[config.mk]
export PLATFORM = sky130hd
export DESIGN_NAME = kmap_sat_counter
export DESIGN_NICKNAME = d
export VERILOG_FILES = /design/src/rtl/kmap_sat_counter.sv
export SDC_FILE = /design/constraint.sdc
export NUM_CORES = 1
export LEC_CHECK = 0
export CAP_MARGIN = 10
export CELL_PAD_IN_SITES_DETAIL_PLACEMENT = 1
export CELL_PAD_IN_SITES_GLOBAL_PLACEMENT = 2
export CORE_MARGIN = 5
export CORE_UTILIZATION = 25
export DETAILED_ROUTE_END_ITERATION = 8
export GPL_ROUTABILITY_DRIVEN = 0
export GPL_TIMING_DRIVEN = 1
export PLACE_DENSITY = 0.73
export REMOVE_ABC_BUFFERS = 1
export SLEW_MARGIN = 10
export SYNTH_ARGS = -nofsm -noshare
export SYNTH_HDL_FRONTEND = slang
export SYNTH_SLANG_ARGS = --single-unit
[constraint.sdc]
create_clock -name clk -period 2.4 [get_ports clk]
set_input_delay 0.72 -clock clk [delete_from_list [all_inputs] [get_ports clk]]
set_output_delay 0.72 -clock clk [all_outputs]
set_load 0.01 [all_outputs]
[src/rtl/kmap_sat_counter.sv]
// Up-counter with synchronous clear that sticks at all-ones instead of wrapping.
module kmap_sat_counter #(
   parameter int W = 16
) (
   input  logic         clk,
   input  logic         rst,
   input  logic         clr,
   input  logic         inc,
   output logic [W-1:0] q
);

   // Clear has priority over increment; the count holds once it reaches all-ones.
   always_ff @(posedge clk or posedge rst) begin
      if (rst) begin
         q <= {W{1'b0}};
      end else if (clr) begin
         q <= {W{1'b0}};
      end else if (inc && (q != {W{1'b1}})) begin
         q <= q + {{(W-1){1'b0}}, 1'b1};
      end else begin
         q <= q;
      end
   end

endmodule

-- Word-level counts from Yosys, hierarchy flattened
Index checks and enable logic that the tools add are counted.
- bits in registers: 16
- input bits: 4
- word-level logic and storage cells: 7
- add/subtract/negate cells: 1
- equality and inequality tests: 1
- mux-type cells: 2
- reduce and logical (&&, ||, !) cells: 2
- operator list (operator ; number):
    16-bit 2-to-1 mux ; 2
    16-bit by 1-bit adder with 16-bit output, second input constant ; 1
    16-bit != test, second input constant ; 1
    2-bit nonzero test ; 1
    1-bit logical AND ; 1

-- Longest topological paths before layout
- word-level depth: 4
- depth in mapped cells: 6
- depth with buffers taken out: 5

-- Worst setup path after synthesis
OpenSTA, ideal clock, no wires.
- kind: input to register
- from: input port inc
- to: register q[13]
- setup time: 0.078 ns
- arrival time: 2.006 ns
- data required time: 2.322 ns
- path slack: 0.316 ns
- stages: 5
- cells stage by stage: clkbuf_2 > nand3_1 > or4_4 > or4_1 > a21oi_1
- cells in the longest elaborated chain, start to end: 2
- ends and longest elaborated chain (element ; line ; RTL):
    from (decl) ; 8 ; input logic inc,
    1-bit logical AND ; 18 ; end else if (inc && (q != {W{1'b1}})) begin
    2-bit nonzero test (no line) ; - ;
    to (signal assigned) ; 17 ; q <= {W{1'b0}};
    to (signal assigned) ; 19 ; q <= q + {{(W-1){1'b0}}, 1'b1};
    to (signal assigned) ; 21 ; q <= q;
    to (decl) ; 9 ; output logic [W-1:0] q
No other way between the ends.
A chain may end at the register's enable or synchronous reset.

-- Worst setup path in the final report
Same ends and word-level chain as after synthesis.

==> impl_table.tex <==
\begin{tabular}{lr}
\hline
Metric & Value \\
\hline
\multicolumn{2}{l}{\textbf{Setup path}} \\
CP startpoint kind & primary input \\
Chain of cells forming the critical path & clkdlybuf4s50\_1 -> nand3\_1 -> or4\_4 -> or4\_1 -> a21oi\_1 \\
Critical path class & primary input to register \\
Critical path data required time & 2.58 ns \\
Cell with the largest stage delay on the worst path & sky130\_fd\_sc\_hd\_\_clkdlybuf4s50\_1 \\
Worst-path fanout max & 6 \\
Largest incremental delay on the critical path & 0.49 ns \\
Endpoint arrival time on the critical path & 2.35 ns \\
Critical path endpoint category & register \\
\multicolumn{2}{l}{\textbf{Timing}} \\
Slew Limit Headroom & 0.574 \\
Post-route setup TNS & 0 ns \\
FMAX & 0.461 GHz \\
Fin. Hold Viols & 0 \\
RSZ-0062 raised after global routing & no \\
Number of pins exceeding their max-slew limit in the final report & 0 \\
Final clock period utilization by the worst path & 0.903 \\
Worst hold slack & 0.586 ns \\
Clock period minus final worst setup slack & 2.17 ns \\
Final worst clock skew & 0.00173 ns \\
Transition time of the tightest slew-check pin & 0.638 ns \\
Final setup fails & 0 \\
\multicolumn{2}{l}{\textbf{Clock tree}} \\
Clock-pin slew on the worst setup and hold paths & 0.07 ns \\
Number of clock sinks & 16 \\
Number of buffers on the longest clock path & 2 \\
Hold bufs inserted after CTS & 0 \\
CTS tree & built \\
Htree depth & 1 \\
Cell at the root of the clock tree & sky130\_fd\_sc\_hd\_\_clkbuf\_8 \\
Clock Latency Late Sink & 0.26 ns \\
Post-CTS Setup Repair Bufs & 0 \\
CTS-repair resized insts & 0 \\
Number of clock buffers inserted by TritonCTS & 3 \\
\multicolumn{2}{l}{\textbf{Global routing}} \\
Total Routing Usage GR & 0.111 \\
Vias in the first global route & 935 \\
Wire length of the first global-routing pass & 4.45 mm \\
Remaining global-route overflow & 0 \\
Maximum number of pins on one net before global-route repair & 17 \\
Antenna violations before repair & 0 \\
\multicolumn{2}{l}{\textbf{Power}} \\
Total leakage power & 0.439 nW \\
VDD IR max & 160 uV \\
Power density normalized to cell area & 460 nW/um2 \\
\multicolumn{2}{l}{\textbf{Floorplanning}} \\
Floorplan die area & 5050 um2 \\
Placeable core area & 3630 um2 \\
Number of core rows & 22 \\
Starting density of the core & 0.257 \\
Number of placed I/O pins & 20 \\
Height of the chip & 71.1 um \\
Chip Width & 71.1 um \\
\multicolumn{2}{l}{\textbf{Routing}} \\
Count of vias placed by the detailed router & 923 \\
Pre-antenna DRT Iters & 4 \\
Drt drc & 0 \\
Average wire per cell in the routed design & 15.8 um \\
Wire length after detailed routing & 2.71 mm \\
Number of routed nets with antenna violations & 0 \\
Post-DR vias/cell & 5.37 \\
Initial drt markers & 48 \\
\multicolumn{2}{l}{\textbf{Finish}} \\
Final instance area & 1240 um2 \\
Top register by number of flip-flops & q \\
Share of the core filled with cells & 0.342 \\
Area Growth Syn to Fin & 33.3\% \\
Flip-flop count of the largest register, all copies and words added & 16 \\
Antenna cell count & 0 \\
Share of final-layout standard cells stronger than drive strength 1 & 0.113 \\
Regs by FF count & q: 16 flops \\
Final-stage net count & 130 \\
\multicolumn{2}{l}{\textbf{Logic synthesis}} \\
Synth Area per Inst & 9.23 um2 \\
Synth Flop Type & sky130\_fd\_sc\_hd\_\_dfrtp\_1 \\
Area of the mapped netlist & 932 um2 \\
Commonest cells post-synth & sky130\_fd\_sc\_hd\_\_dfrtp\_1, sky130\_fd\_sc\_hd\_\_a21oi\_1, sky130\_fd\_sc\_hd\_\_nand3\_1 \\
Dominant cell by count in the synthesized netlist & sky130\_fd\_sc\_hd\_\_dfrtp\_1 \\
Yosys warns & 0 \\
Post-synth EDFFs & 0 \\
Proportion of synthesized flip-flops having asynchronous set or reset & 1.00 \\
Synth Register Bits & 16 \\
Post-synthesis instance total & 101 \\
Top area cells in the synthesized netlist & sky130\_fd\_sc\_hd\_\_dfrtp\_1, sky130\_fd\_sc\_hd\_\_a21oi\_1, sky130\_fd\_sc\_hd\_\_or4\_1 \\
Fraction of synthesized cell area taken by the top area cell type & 0.430 \\
Area leader, netlist & sky130\_fd\_sc\_hd\_\_dfrtp\_1 \\
Fraction of the yosys area taken by sequential cells & 0.430 \\
Count of different cell masters after synthesis & 29 \\
\multicolumn{2}{l}{\textbf{Job}} \\
Reported max-cap violation count & 0 \\
\multicolumn{2}{l}{\textbf{Place}} \\
Placed standard-cell area & 1190 um2 \\
Buffers added on ports & 19 \\
Estimated wirelength of the detail-placed design & 1.99 mm \\
\multicolumn{2}{l}{\textbf{Outcome}} \\
Status & finished, final reports clean \\
\multicolumn{2}{l}{\textbf{Hold path}} \\
HP Class & register to register \\
\hline
\end{tabular}
## power by group
part / leakage (nW) / switching [mW] / total [mW] / internal [mW]
Clock: 0.0288 / 0.106 / 0.252 / 0.146
Sequential: 0.222 / 0.00539 / 0.278 / 0.273
Combinational: 0.188 / 0.0222 / 0.0408 / 0.0186
## per-stage QoR
stage                     std cells  worst slack (ns)  power [mW]
after floorplan                  97             0.482       0.298
after global placement          168            0.0122       0.324
after detailed placement        168           -0.0328       0.325
after CTS                       172             0.239       0.580
after global routing            172             0.187       0.592
final                           172             0.233       0.571
## cells by family (layout without fill, tap and decap cells)
kind of cell	count (synthesis)	after routing	synth area share
compound gates	25	25	0.157
fa+ha+maj	1	1	0.0134
buf+inv	7	30	0.0389
flops	16	16	0.430
mux	3	3	0.0349
simple gates	49	49	0.326
## routing by layer
layer	track usage	vias to the layer above	routed length (um)
met5	0	-	0
met3	0.0156	4	74
met4	0.0564	0	51
met1	0.142	468	1270
met2	0.181	14	1310
li1	-	437	-
## layout by cell type (no fill, tap or decap), types with 2 or more instances in the layout
cell	Yosys	routed
sky130_fd_sc_hd__nor4_1	3	3
sky130_fd_sc_hd__or4_1	6	6
sky130_fd_sc_hd__o31ai_1	5	5
sky130_fd_sc_hd__a21oi_1	12	12
sky130_fd_sc_hd__inv_1	3	3
sky130_fd_sc_hd__nor3_1	4	4
sky130_fd_sc_hd__nand3_1	7	7
sky130_fd_sc_hd__nand4_1	4	4
sky130_fd_sc_hd__nand2b_1	2	2
sky130_fd_sc_hd__nand2_1	6	6
sky130_fd_sc_hd__or3_1	6	6
sky130_fd_sc_hd__o21ai_0	5	5
sky130_fd_sc_hd__clkbuf_8	0	4
sky130_fd_sc_hd__buf_4	1	4
sky130_fd_sc_hd__mux2_2	2	2
sky130_fd_sc_hd__dfrtp_1	16	16
sky130_fd_sc_hd__nor2_1	3	3
sky130_fd_sc_hd__o41ai_1	2	2
sky130_fd_sc_hd__clkdlybuf4s50_1	0	19
sky130_fd_sc_hd__nor2b_1	3	3
## layout make-up
type	instances	area (um2)
Clock buffer	4	55.1
Fill cell	449	2390
Inverter	3	11.3
Multi-Input combinational cell	78	495
Sequential cell	16	400
Tap cell	48	60.1
Timing Repair Buffer	23	220
## critical path, delay by kind of cell
kind | cells | cell delay, ns
AO/OA/AOI/OAI | 1 | 0.15
AND/OR/NAND/NOR | 3 | 1.00
buffers and inverters | 1 | 0.49
## worst paths after layout
check	cells after the start	start	endpoint	slack, ns
worst max-delay path	5	inc	q[13]$_DFFE_PP0P_	0.23
worst min-delay path	2	q[14]$_DFFE_PP0P_	q[14]$_DFFE_PP0P_	0.59
worst max register to register	4	q[2]$_DFFE_PP0P_	q[13]$_DFFE_PP0P_	0.49
worst min register to register	2	q[14]$_DFFE_PP0P_	q[14]$_DFFE_PP0P_	0.59
max in group asynchronous	2	rst	q[8]$_DFFE_PP0P_	1.14
min in group asynchronous	2	rst	q[5]$_DFFE_PP0P_	0.85
No activity file was read; power rests on OpenSTA's default activity.
